==> src/rtl/tone_pkg.sv <==
// tone_pkg: shared definitions for the tone_meter peripheral.
//   - Avalon register word addresses
//   - measurement FSM state encoding
//   - STATUS / CTRL bit positions
//   - saturating multiply used to scale the gated edge count to Hz
package tone_pkg;

    typedef enum logic [1:0] {
        REG_FREQ   = 2'd0,
        REG_PERIOD = 2'd1,
        REG_STATUS = 2'd2,
        REG_CTRL   = 2'd3
    } reg_addr_e;

    typedef enum logic [1:0] {
        IDLE    = 2'd0,
        ARM     = 2'd1,
        MEASURE = 2'd2
    } state_e;

    localparam int ST_VALID    = 0;
    localparam int ST_TIMEOUT  = 1;
    localparam int CTRL_EN     = 0;
    localparam int CTRL_IRQ_EN = 1;

    // n * k clamped to 32 bits.
    function automatic logic [31:0] sat_mul(input logic [32:0] n, input int unsigned k);
        logic [63:0] prod;
        prod = 64'(n) * 64'(k);
        return (|prod[63:32]) ? 32'hFFFF_FFFF : prod[31:0];
    endfunction

endpackage

==> src/rtl/tone_edge_det.sv <==
// tone_edge_det: conditions the asynchronous tone input and emits a
// one-cycle registered pulse on each rising edge.
//   clk, reset : system clock, synchronous active-high reset
//   tone_i     : raw asynchronous square wave
//   rise_o     : 1-cycle rising-edge pulse (3 cycles after the input edge)
// Build option TONE_METER_FILTER_EN inserts a stability filter after the
// synchronizer: the level follows the raw input only once it has differed
// for FILT_LEN consecutive cycles, so shorter pulses are dropped.
module tone_edge_det #(
    parameter int unsigned FILT_LEN = 4
) (
    input  logic clk,
    input  logic reset,
    input  logic tone_i,
    output logic rise_o
);

    if (FILT_LEN < 1) begin : g_bad_filt_len
        $error("tone_edge_det: FILT_LEN must be at least 1");
    end

    logic sync1_q, sync2_q, prev_q, rise_q;
    logic level;

`ifdef TONE_METER_FILTER_EN
    localparam int CW = (FILT_LEN > 1) ? $clog2(FILT_LEN) : 1;

    logic          filt_q;
    logic [CW-1:0] stab_q;

    // stab_q counts consecutive cycles where the raw level disagrees with the
    // filtered one; the flip happens on the FILT_LEN-th disagreeing sample.
    always_ff @(posedge clk) begin
        if (reset) begin
            filt_q <= 1'b0;
            stab_q <= '0;
        end else if (sync2_q == filt_q) begin
            stab_q <= '0;
        end else if (stab_q == CW'(FILT_LEN - 1)) begin
            filt_q <= sync2_q;
            stab_q <= '0;
        end else begin
            stab_q <= stab_q + 1'b1;
        end
    end

    assign level = filt_q;
`else
    assign level = sync2_q;
`endif

    always_ff @(posedge clk) begin
        if (reset) begin
            sync1_q <= 1'b0;
            sync2_q <= 1'b0;
            prev_q  <= 1'b0;
            rise_q  <= 1'b0;
        end else begin
            sync1_q <= tone_i;
            sync2_q <= sync1_q;
            prev_q  <= level;
            rise_q  <= level & ~prev_q;
        end
    end

    assign rise_o = rise_q;

endmodule

==> src/rtl/tone_meter.sv <==
// tone_meter: Avalon-MM slave that measures a square wave on tone_in.
//   clk, reset            : system clock, synchronous active-high reset
//   tone_in               : asynchronous square-wave input
//   address/read/write    : Avalon word address and strobes
//   writedata / readdata  : Avalon data; readdata is registered, latency 1
//   irq                   : level interrupt = STATUS.valid & CTRL.irq_en
// Registers: 0 FREQ (Hz, RO), 1 PERIOD (cycles, RO),
//            2 STATUS {timeout, valid} W1C, 3 CTRL {irq_en, enable}.
// Build option TONE_METER_FILTER_EN enables the input glitch filter.
module tone_meter
    import tone_pkg::*;
#(
    parameter int unsigned FCLK     = 50_000_000,
    parameter int unsigned GATE_HZ  = 10,
    parameter int unsigned FILT_LEN = 4
) (
    input  logic        clk,
    input  logic        reset,
    input  logic        tone_in,
    input  logic [1:0]  address,
    input  logic        read,
    input  logic        write,
    input  logic [31:0] writedata,
    output logic [31:0] readdata,
    output logic        irq
);

    localparam int unsigned GATE_CYCLES = FCLK / GATE_HZ;
    localparam logic [31:0] GC          = GATE_CYCLES;

    if (GATE_CYCLES < 2) begin : g_bad_gate
        $error("tone_meter: FCLK/GATE_HZ must be at least 2");
    end

    logic rise;

    tone_edge_det #(.FILT_LEN(FILT_LEN)) u_edge (
        .clk    (clk),
        .reset  (reset),
        .tone_i (tone_in),
        .rise_o (rise)
    );

    state_e      state_q, state_d;
    logic [31:0] gate_q, gate_d;
    logic [31:0] edge_q, edge_d;
    logic [31:0] per_q, per_d;
    logic [31:0] freq_q, freq_d;
    logic [31:0] period_q, period_d;
    logic [31:0] rdata_q, rdata_d;
    logic [1:0]  status_q, status_d;
    logic [1:0]  ctrl_q, ctrl_d;
    logic        wr_status, wr_ctrl;
    logic        set_valid, set_tmo;

    // Only the low two bits of any register are writable.
    logic unused_wdata;
    assign unused_wdata = ^writedata[31:2];

    assign wr_status = write && (reg_addr_e'(address) == REG_STATUS);
    assign wr_ctrl   = write && (reg_addr_e'(address) == REG_CTRL);

    always_comb begin
        state_d   = state_q;
        gate_d    = gate_q;
        edge_d    = edge_q;
        per_d     = per_q;
        freq_d    = freq_q;
        period_d  = period_q;
        set_valid = 1'b0;
        set_tmo   = 1'b0;

        case (state_q)
            IDLE: begin
                gate_d = '0;
                edge_d = '0;
                per_d  = '0;
                if (ctrl_q[CTRL_EN]) state_d = ARM;
            end
            ARM: begin
                if (rise) begin
                    gate_d  = '0;
                    edge_d  = '0;
                    per_d   = 32'd1;
                    state_d = MEASURE;
                end else if (per_q >= GC - 1) begin
                    // A dead input would otherwise sit in ARM forever; report
                    // the timeout and start gating so FREQ settles to 0.
                    per_d    = GC;
                    period_d = '0;
                    set_tmo  = 1'b1;
                    gate_d   = '0;
                    edge_d   = '0;
                    state_d  = MEASURE;
                end else begin
                    per_d = per_q + 32'd1;
                end
            end
            MEASURE: begin
                // Gate window; an edge on the terminal cycle still belongs to it.
                if (gate_q >= GC - 1) begin
                    freq_d    = sat_mul({1'b0, edge_q} + 33'(rise), GATE_HZ);
                    set_valid = 1'b1;
                    gate_d    = '0;
                    edge_d    = '0;
                end else begin
                    gate_d = gate_q + 32'd1;
                    edge_d = edge_q + 32'(rise);
                end
                // Period counter saturates at GC once it times out.
                if (rise) begin
                    period_d = per_q;
                    per_d    = 32'd1;
                end else if (per_q < GC) begin
                    per_d = per_q + 32'd1;
                    if (per_q == GC - 1) begin
                        period_d = '0;
                        set_tmo  = 1'b1;
                    end
                end
            end
            default: state_d = IDLE;
        endcase

        // Disabling overrides the state move but the gate result above stands.
        if (wr_ctrl && !writedata[CTRL_EN]) begin
            state_d = IDLE;
            gate_d  = '0;
            edge_d  = '0;
            per_d   = '0;
        end

        // W1C first, hardware sets last so a coincident set wins.
        status_d = status_q & ~(wr_status ? writedata[1:0] : 2'b00);
        if (set_valid) status_d[ST_VALID]   = 1'b1;
        if (set_tmo)   status_d[ST_TIMEOUT] = 1'b1;

        ctrl_d = wr_ctrl ? writedata[1:0] : ctrl_q;

        rdata_d = rdata_q;
        if (read) begin
            case (reg_addr_e'(address))
                REG_FREQ:   rdata_d = freq_q;
                REG_PERIOD: rdata_d = period_q;
                REG_STATUS: rdata_d = {30'd0, status_q};
                REG_CTRL:   rdata_d = {30'd0, ctrl_q};
            endcase
        end
    end

    always_ff @(posedge clk) begin
        if (reset) begin
            state_q  <= IDLE;
            gate_q   <= '0;
            edge_q   <= '0;
            per_q    <= '0;
            freq_q   <= '0;
            period_q <= '0;
            rdata_q  <= '0;
            status_q <= '0;
            ctrl_q   <= '0;
        end else begin
            state_q  <= state_d;
            gate_q   <= gate_d;
            edge_q   <= edge_d;
            per_q    <= per_d;
            freq_q   <= freq_d;
            period_q <= period_d;
            rdata_q  <= rdata_d;
            status_q <= status_d;
            ctrl_q   <= ctrl_d;
        end
    end

    assign readdata = rdata_q;
    assign irq      = status_q[ST_VALID] & ctrl_q[CTRL_IRQ_EN];

endmodule
==> config.mk <==
export PLATFORM = sky130hd
export DESIGN_NAME = tone_meter
export DESIGN_NICKNAME = d
export VERILOG_FILES = /design/src/rtl/tone_pkg.sv /design/src/rtl/tone_edge_det.sv /design/src/rtl/tone_meter.sv
export SDC_FILE = /design/constraint.sdc
export NUM_CORES = 1
export LEC_CHECK = 0
export ABC_AREA = 1
export CORE_AREA = 2 2 171 173
export DETAILED_ROUTE_END_ITERATION = 8
export DIE_AREA = 0 0 173 175
export PLACE_DENSITY = 0.67
export SYNTH_ARGS = -nofsm -noshare
export SYNTH_HDL_FRONTEND = slang
export SYNTH_HIERARCHICAL = 1
export SYNTH_SLANG_ARGS = --single-unit
==> constraint.sdc <==
create_clock -name clk -period 5.43 [get_ports clk]
set_input_delay 1.629 -clock clk [delete_from_list [all_inputs] [get_ports clk]]
set_output_delay 1.629 -clock clk [all_outputs]
set_load 0.1 [all_outputs]
# ---- After elaboration in Yosys (flattened, before gate mapping)
# Cells that the tools add are included.
dict set report word_totals {
  register_bits 202
  in_bits 39
  output_inout_bits 33
  wordCells 87
}
dict set report op_classes {
  n_addsub 4
  n_mul 1
  n_lt_le_gt_ge 3
  n_eq_ne 12
  mux 33
  n_bitwise 6
  reduce_logical 15
}
# op n
set ops {}
lappend ops {{$mux 32} 13}
lappend ops {{$pmux 32 s3} 3}
lappend ops {{$pmux 32 s4} 1}
lappend ops {{$add 32x1->32 const B} 2}
lappend ops {{$ge 32x23->1 const B} 2}
lappend ops {{$pmux 32 s2} 1}
lappend ops {{$mul 33x3->36 const B} 1}
lappend ops {{$add 32x1->33} 1}
lappend ops {{$add 32x1->32} 1}
lappend ops {{$eq 32x23->1 const B} 1}
lappend ops {{$lt 32x23->1 const B} 1}
lappend ops {{$mux 1} 9}
lappend ops {{$ne 3x2->1 const B} 3}
lappend ops {{$mux 2} 4}
lappend ops {{$eq 2x2->1 const B} 3}
lappend ops {{$ne 2x2->1 const B} 3}
lappend ops {{$pmux 2 s3} 1}
lappend ops {{$reduce_and 2->1} 3}
lappend ops {{$reduce_and 5->1} 1}
lappend ops {{$reduce_or 5->1} 1}
lappend ops {{$eq 2x1->1 const B} 2}
lappend ops {{$logic_not 2->1} 2}
lappend ops {{$logic_and 1x1->1} 3}
lappend ops {{$reduce_and 3->1} 1}
lappend ops {{other kinds (9)} 11}

# ---- Depth between registers and ports, before layout
# Gate-level depths: netlist of run 1.
dict set report depth {
  ltp_word 6
  depth_mapped 28
  ltp_nobuf 27
}

# ---- Cells and area by module
# Netlist of run 1, hierarchy kept.
# mod n_inst cells_each area_each_um2
set modules_own_cells {}
lappend modules_own_cells {tone_meter 1 1868 12582.1}
lappend modules_own_cells {tone_edge_det 1 12 115.1}

# ---- Worst setup path before layout of run 1
# Ideal clock, no wire load.
dict set report synth_path {
  kind {reg-to-reg}
  startpoint {reg u_edge.rise_q, in the netlist u_edge/rise_o}
  endpoint {reg freq_q[11]}
  setup_ns 0.117
  arrival_ns 3.468
  setup_slack_ns 1.845
  path_stages_with_launch 27
  n_path_buf 1
  period_less_slack_ns 3.585
  cell_sequence {dfxtp_1 -> ha_1 -> ha_1 -> nand2_1 -> nor2_4 -> nand2_4 -> clkinv_2 -> nand2_4 -> nor4_4 -> nand2_2 -> nor2_4 -> xor2_2 -> ha_1 -> ha_1 -> nand2_1 -> inv_1 -> a21oi_1 -> nand2_1 -> a21oi_1 -> nand2_1 -> nand2_1 -> nand2_1 -> nor2_4 -> buf_6 -> nand4_1 -> nor2_1 -> nor2_1}
}
dict set report synth_between {
  elab_chain_len 4
}
# item line
set synth_rtl {}
lappend synth_rtl {{from (decl)} tone_edge_det.sv:22} ;# logic sync1_q, sync2_q, prev_q, rise_q;
lappend synth_rtl {{from (signal assigned)} tone_edge_det.sv:62} ;# rise_q <= level & ~prev_q;
lappend synth_rtl {{$add 32x1->33 (*)} tone_meter.sv:102} ;# freq_d = sat_mul({1'b0, edge_q} + 33'(rise), GATE_HZ);
lappend synth_rtl {{$mul 33x3->36 (*)} tone_pkg.sv:29} ;# prod = 64'(n) * 64'(k);
lappend synth_rtl {{$reduce_or 5->1} tone_pkg.sv:30} ;# return (|prod[63:32]) ? 32'hFFFF_FFFF : prod[31:0];
lappend synth_rtl {{$mux 32 (*)} tone_pkg.sv:30}
lappend synth_rtl {{to (signal assigned)} tone_meter.sv:167} ;# freq_q <= freq_d;
lappend synth_rtl {{to (decl)} tone_meter.sv:48} ;# logic [31:0] freq_q, freq_d;
# Every way passes the cells marked *; elsewhere a longest branch is shown, timed or not.
# A chain may end at the register's enable or synchronous reset.

# ---- Final worst setup path of run 1
dict set report layout_path {
  startpoint {reg u_edge.rise_q, in the netlist u_edge/rise_o}
  endpoint {reg freq_q[10]}
}
# Same word-level chain as after synthesis.

==> results of run 1 <==
## registers in the layout (all words and copies together) (netlist names)
| signal | cells |
|---|---|
| u_edge/prev_q | 1 |
| edge_q | 32 |
| period_q | 32 |
| gate_q | 32 |
| u_edge/rise_o | 1 |
| per_q | 32 |
| ctrl_q | 2 |
| u_edge/level | 1 |
| u_edge/sync1_q | 1 |
| state_q | 2 |
| freq_q | 32 |
| status_q | 2 |
| readdata | 32 |
## area by class of cell
cell class / instances / area [um2]
fill: 2927 / 14270
multi-input combinational: 1334 / 7237
sequential: 202 / 4044
inverter: 271 / 1018
clock buffer: 30 / 643.1
tap: 384 / 480.5
timing repair buffer: 46 / 437.9
clock inverter: 13 / 261.5
## where the power goes
part	switching [uW]	internal (uW)
Sequential	38.6	1570
Combinational	532	188
Clock	663	1170
Total	1230	2930
## metal layers
layer | track usage | vias to the layer above | wire (um)
met5 | 0 | - | 0
met4 | 0.06179 | 0 | 851
met3 | 0.02350 | 61 | 993
met2 | 0.3527 | 164 | 14550
met1 | 0.2668 | 5233 | 14730
li1 | - | 6022 | -
## final timing paths
path	startpoint	endpoint	slack, ps
worst max-delay path	u_edge/rise_o$_SDFF_PP0_	freq_q[10]$_SDFFE_PP0P_	450
worst min-delay path	u_edge/sync1_q$_SDFF_PP0_	u_edge/level$_SDFF_PP0_	400
worst max register to register	u_edge/rise_o$_SDFF_PP0_	freq_q[10]$_SDFFE_PP0P_	450
worst min register to register	u_edge/sync1_q$_SDFF_PP0_	u_edge/level$_SDFF_PP0_	400
## cells by family after synthesis
logic type / Yosys count
XOR/XNOR: 71
buffers and inverters: 345
AO/OA/AOI/OAI: 265
flip-flops: 202
AND/OR/NAND/NOR: 926
adder cells (fa/ha/maj): 71
## cell usage after synthesis, types with 34 or more instances
cell | n | area [um2]
nand2_1 | 478 | 1794
inv_1 | 262 | 983.4
nor2_1 | 233 | 874.6
dfxtp_1 | 202 | 4044
a21oi_1 | 126 | 630.6
ha_1 | 70 | 875.8
nand3_1 | 62 | 310.3
o21ai_0 | 57 | 285.3
xor2_1 | 52 | 455.4
nand4_1 | 44 | 275.3
clkbuf_1 | 36 | 135.1
nor3_1 | 34 | 170.2
## metrics by stage
stage,power [uW],utilization
finish,4161,0.4974
global route,4325,0.4974
CTS,4203,0.4972
detailed placement,2357,0.4653
global placement,2347,0.4653
floorplan,2228,-
## repair_timing
| action | 4_1_cts | 5_1_grt |
|---|---|---|
| setup endpoints to repair | 0 | 4 |
| buffers inserted | 0 | 0 |
| resized for setup | 0 | 0 |
## tightest hold or removal path, delay by kind of cell, from the launching register on
family,cells,cell delay (ps)
DFF,1,300
buffers and inverters,1,40
and+or+nand+nor,1,30
==> results.yml, run 1 <==
grt:
  grt_pass1_vias: 10940
  grt_start_max_net_pins: 65
  antenna_found_initial: 0
  grt_remaining_overflow: 0
  grt_usage: 0.2039
  grt_pass1_wl_um: 52300
sta:
  hold_viol_final: 0
  finalSetupViolations: 0
  final.min_clock_period_ps: 4979
  setup_ws_ps: 451.3
  finClkSkew_ps: 11.48
  fmax_mhz: 200.9
  tightest_slew_ps: 1137
  finalMaxSlewViolations: 0
  rsz0062_at_grt: "false"
  fin_tns_setup_ps: 0
  max-slew-margin-rel: 0.2421
  layout_worst_path_cycle_share: 0.9169
  hold_slack_ps: 404.1
die:
  io_pins: 72
  core_mm2: 0.02839
  die_h_um: 175
  initial_core_util: 0.4472
  dieWidth_um: 173
  rows: 62
  die-area_mm2: 0.03028
worst_setup_path:
  critical_path_cell_count: 24
  worst-path-buf-inv: 2
  crit_family: "simple AND/OR/NAND/NOR gates"
  path_class: "register to register"
  crit_path_end_kind: "register"
  required_ps: 5840
  cp_cell_sequence: "ha_1 -> ha_1 -> nand2_1 -> nor2_4 -> nand2_4 -> clkinv_2 -> nand2_4 -> nor4_4 -> nand2_2 -> xnor2_1 -> ha_1 -> ha_1 -> nand2_1 -> inv_1 -> a21oi_1 -> nand2_1 -> a21oi_1 -> nand2_1 -> nand2_1 -> nand2_1 -> nor2_2 -> nand4_1 -> nor2_1 -> nor2_1"
  slowest_stage: "dfxtp_1"
  reg2regPathDepth: 24
  critical_path.max_stage_delay_ps: 620
  crit_fanout: 15
  arrival_ps: 5390
  start_kind: "register"
  crit_path_frequent_cell: "nand2_1"
logic_synthesis:
  yosys.area_share.simple: 0.3204
  yosysWarnings: 6
  synth_compound_area_frac: 0.1279
  synth_fp_nets: 1990
  synthArstFlopShare: 0
  synth_edf_count: 0
  synth_xor_area_frac: 0.04957
  synth_seq_area_share: 0.3185
  synth_seq_cells: 202
  syn_area_per_cell_um2: 6.754
  muxShareOfSynthArea: 0
  synth_top_family_by_area: "simple AND/OR/NAND/NOR gates"
  syn_area_mm2: 0.01270
  syn_inst: 1880
  synth.distinct_cells: 50
  synthFlopType: "dfxtp_1"
  synthAdderAreaFrac: 0.07056
drt:
  drtIter0Drc: 707
  drc: 0
  num_vias: 11480
  dr.pass1.iters: 8
  wl_per_cell_um: 13.65
  ant_nets: 0
  routed_wl_um: 31130
  detail_route.vias_per_cell: 5.035
clocking:
  postCtsHoldBufs: 0
  cts_tree: "yes"
  cts_num_sinks: 202
  clock_latency_ps: 530
  htreeDepth: 1
  clk_pin_slew_ps: 60
  clock_path_buffers: 3
  cts_root_buf: "clkbuf_16"
  numCtsBuffers: 24
placement:
  routabilityCongestion: 0.9044
  place_ws_ps: 487.1
  dp_hpwl_um: 22470
  placed_cells: 2236
  io_buffers: 41
  placed_area_mm2: 0.01321
status:
  status: "completed"
power:
  power_density_mw_per_mm2: 294.7
  ir_drop_v: 0.0002275
  leakage_uw: 0.006548
worst_hold_path:
  min_path_type: "register to register"
  hold_depth: 2
cells_and_area:
  syn_to_final_growth_pct: 11.22
  nets: 1989
  mostFrequentLayoutCells: "nand2_1 (478), inv_1 (262), nor2_1 (232), dfxtp_1 (202), a21oi_1 (126)"
  stdcell_area_mm2: 0.01412
  layout-drive-gt1-share: 0.06857
  instances_no_fill: 2280
  antenna_cells: 0
  mostFrequentLayoutCell: "nand2_1"
flow_run:
  max_cap_violations: 0
Note: power is estimated with default switching activity, not from simulation.
==> run 2, diff against run 1 <==
- CORE_AREA: 2 2 171 173 -> 2 2 173 175
- DIE_AREA: 0 0 173 175 -> 0 0 175 177
- PLACE_DENSITY: 0.67 -> 0.66
- SYNTH_HIERARCHICAL: 1 -> unset
==> run 2 against run 1 <==
Area after synthesis is 1.9% higher. Final cell count grew 3.4%. Global-route usage grew 0.89 points. Critical path type unchanged. Hold slack got worse by 9.0 ps. First-iteration DRC count rose by 27%.
==> results.yml, run 2 <==
worst_hold_path:
  min_path_type: "register to register"
  hold_depth: 1
logic_synthesis:
  yosys-top-cells-count: "nand2_1 (464), inv_1 (292), nor2_1 (217)"
  synth_seq_cells: 202
  muxShareOfSynthArea: 0
  synth_top_family_by_area: "simple AND/OR/NAND/NOR gates"
  synthMostInstantiatedCell: "nand2_1"
  synth.distinct_cells: 50
  synthArstFlopShare: 0
  syn_inst: 1950
  synth_edf_count: 0
  synth_top_area_cell: "dfxtp_1"
  post-synth-top-area-fraction: 0.3125
  synthFlopType: "dfxtp_1"
  synth_compound_area_frac: 0.1244
  synth_fp_nets: 2060
  synthTopCellsByArea: "dfxtp_1 (31%), nand2_1 (13%), inv_1 (8.5%), ha_1 (6.8%), nor2_1 (6.3%)"
  synth_xor_area_frac: 0.04400
  syn_area_mm2: 0.01294
  yosys.area_share.simple: 0.3324
  syn_area_per_cell_um2: 6.636
  synth_seq_area_share: 0.3125
  yosysWarnings: 0
  synthAdderAreaFrac: 0.06923
sta:
  finalSetupViolations: 0
  fin_tns_setup_ps: 0
  rsz0062_at_grt: "false"
  fmax_mhz: 214.6
  max-slew-margin-rel: 0.1934
  hold_viol_final: 0
  setup_ws_ps: 770.5
  tightest_slew_ps: 1209
  final.min_clock_period_ps: 4660
  finalMaxSlewViolations: 0
  finClkSkew_ps: 26.17
  layout_worst_path_cycle_share: 0.8581
  hold_slack_ps: 395.1
grt:
  grt_start_max_net_pins: 70
  grt_remaining_overflow: 0
  grt_usage: 0.2128
  grt_pass1_wl_um: 55110
  antenna_found_initial: 0
  grt_pass1_vias: 11260
placement:
  routabilityCongestion: 0.9154
  place_ws_ps: 836.0
  io_buffers: 41
  placed_area_mm2: 0.01355
  dp_hpwl_um: 24090
worst_setup_path:
  arrival_ps: 5050
  critical_path_cell_count: 27
  worst-path-buf-inv: 3
  crit_path_end_kind: "register"
  reg2regPathDepth: 27
  crit_path_frequent_cell: "nand2_1"
  crit_family: "simple AND/OR/NAND/NOR gates"
  required_ps: 5820
  slowest_stage: "dfxtp_1"
  start_kind: "register"
  path_class: "register to register"
  crit_fanout: 30
  critical_path.max_stage_delay_ps: 490
cells_and_area:
  n_fill_cell: 2984
  regArea_mm2: 0.004044
  mostFrequentLayoutCells: "nand2_1 (464), inv_1 (292), nor2_1 (214), dfxtp_1 (202), a21oi_1 (124)"
  syn_to_final_growth_pct: 10.65
  antenna_cells: 0
  layout-drive-gt1-share: 0.06355
  multi_input_area_mm2: 0.007396
  stdcell_area_mm2: 0.01432
  mostFrequentLayoutCell: "nand2_1"
  nets: 2061
clocking:
  clk_pin_slew_ps: 60
  post_cts_resized: 0
  cts_root_buf: "clkbuf_16"
  cts_num_sinks: 202
  htreeDepth: 1
  numCtsBuffers: 24
  clock_path_buffers: 3
  postCtsHoldBufs: 0
  cts_tree: "yes"
  clock_latency_ps: 520
  post-cts-setup-buffer-count: 0
drt:
  drc: 0
  dr_wl_met3_um: 1227
  maxUsedRoutingLayer: "met4"
  ant_nets: 0
  routed_wl_um: 32960
  drtIter0Drc: 895
  wl_met1_um: 15510
  detail_route.vias_per_cell: 5.104
  wl_met2_um: 15460
  dr.pass1.iters: 6
  wl_per_cell_um: 13.98
  num_vias: 12030
power:
  power_uw: 3877
  ir_drop_v: 0.0001879
  power_density_mw_per_mm2: 270.8
  leakage_uw: 0.006597
die:
  die_h_um: 177
  die-area_mm2: 0.03098
  io_pins: 72
  core_mm2: 0.02924
  dieWidth_um: 175
  rows: 63
  initial_core_util: 0.4425
status:
  status: "completed"
flow_run:
  max_cap_violations: 0
run 2: final timing paths:
check,to,slack (ps),start
setup reg to reg,freq_q[4]$_SDFFE_PP0P_,770,u_edge.rise_o$_SDFF_PP0_
setup / recovery,freq_q[4]$_SDFFE_PP0P_,770,u_edge.rise_o$_SDFF_PP0_
hold / removal,u_edge.rise_o$_SDFF_PP0_,400,u_edge.prev_q$_SDFF_PP0_
hold reg to reg,u_edge.rise_o$_SDFF_PP0_,400,u_edge.prev_q$_SDFF_PP0_
run 2: logic make-up (layout without fill, tap and decap cells):
family                     Yosys count  in the layout
DFF                                202            202
adders and majority gates           71             71
buffers and inverters              380            397
AOI/OAI and AO/OA                  271            271
and+or+nand+nor                    961            961
xor gates and xnor gates            65             65
run 2: cell type report:
class / count / share of cell area
Inverter: 304 / 0.07970
Timing Repair Buffer: 51 / 0.03356
Sequential cell: 202 / 0.2824
Tap cell: 390 / 0.03408
Clock buffer: 32 / 0.04684
Multi-Input combinational cell: 1368 / 0.5166
Clock inverter: 10 / 0.006816
run 2: power breakdown:
part | switching, uW | leakage, uW | internal (uW) | total (uW)
Combinational | 542 | 0.00458 | 176 | 718
Sequential | 39.3 | 0.00164 | 1570 | 1600
Clock | 637 | 0.000383 | 917 | 1550
Total | 1220 | 0.00660 | 2660 | 3880
run 2: metal layers:
layer | global-route usage | vias to the layer above
met1 | 0.2773 | 5457
met4 | 0.04896 | 0
met2 | 0.3763 | 222
met3 | 0.02534 | 51
li1 | - | 6300
met5 | 0 | -
run 2: worst reg2reg max path, stage by stage (launching register included):
cell,delay (ps)
dfxtp_1,490
ha_1,300
ha_1,220
nand2_2,80
nor2_4,170
nand2_4,120
nor2_4,130
nand2_2,120
nor2_4,160
nand2_2,90
nor2_2,100
xnor2_1,140
inv_2,80
ha_1,300
ha_1,370
nand2_1,140
inv_1,50
a21oi_1,210
nand2_1,120
a21oi_1,210
nand2_1,80
nand2_1,60
nand2_1,70
nor2_2,90
buf_4,310
nand4_1,150
nor2_1,120
nor2_1,50
run 2: metrics by stage:
step | util | instances
floorplan | - | 1950
global placement | 0.4633 | 2315
detailed placement | 0.4633 | 2315
CTS | 0.4896 | 2357
global route | 0.4896 | 2357
finish | 0.4896 | 2357
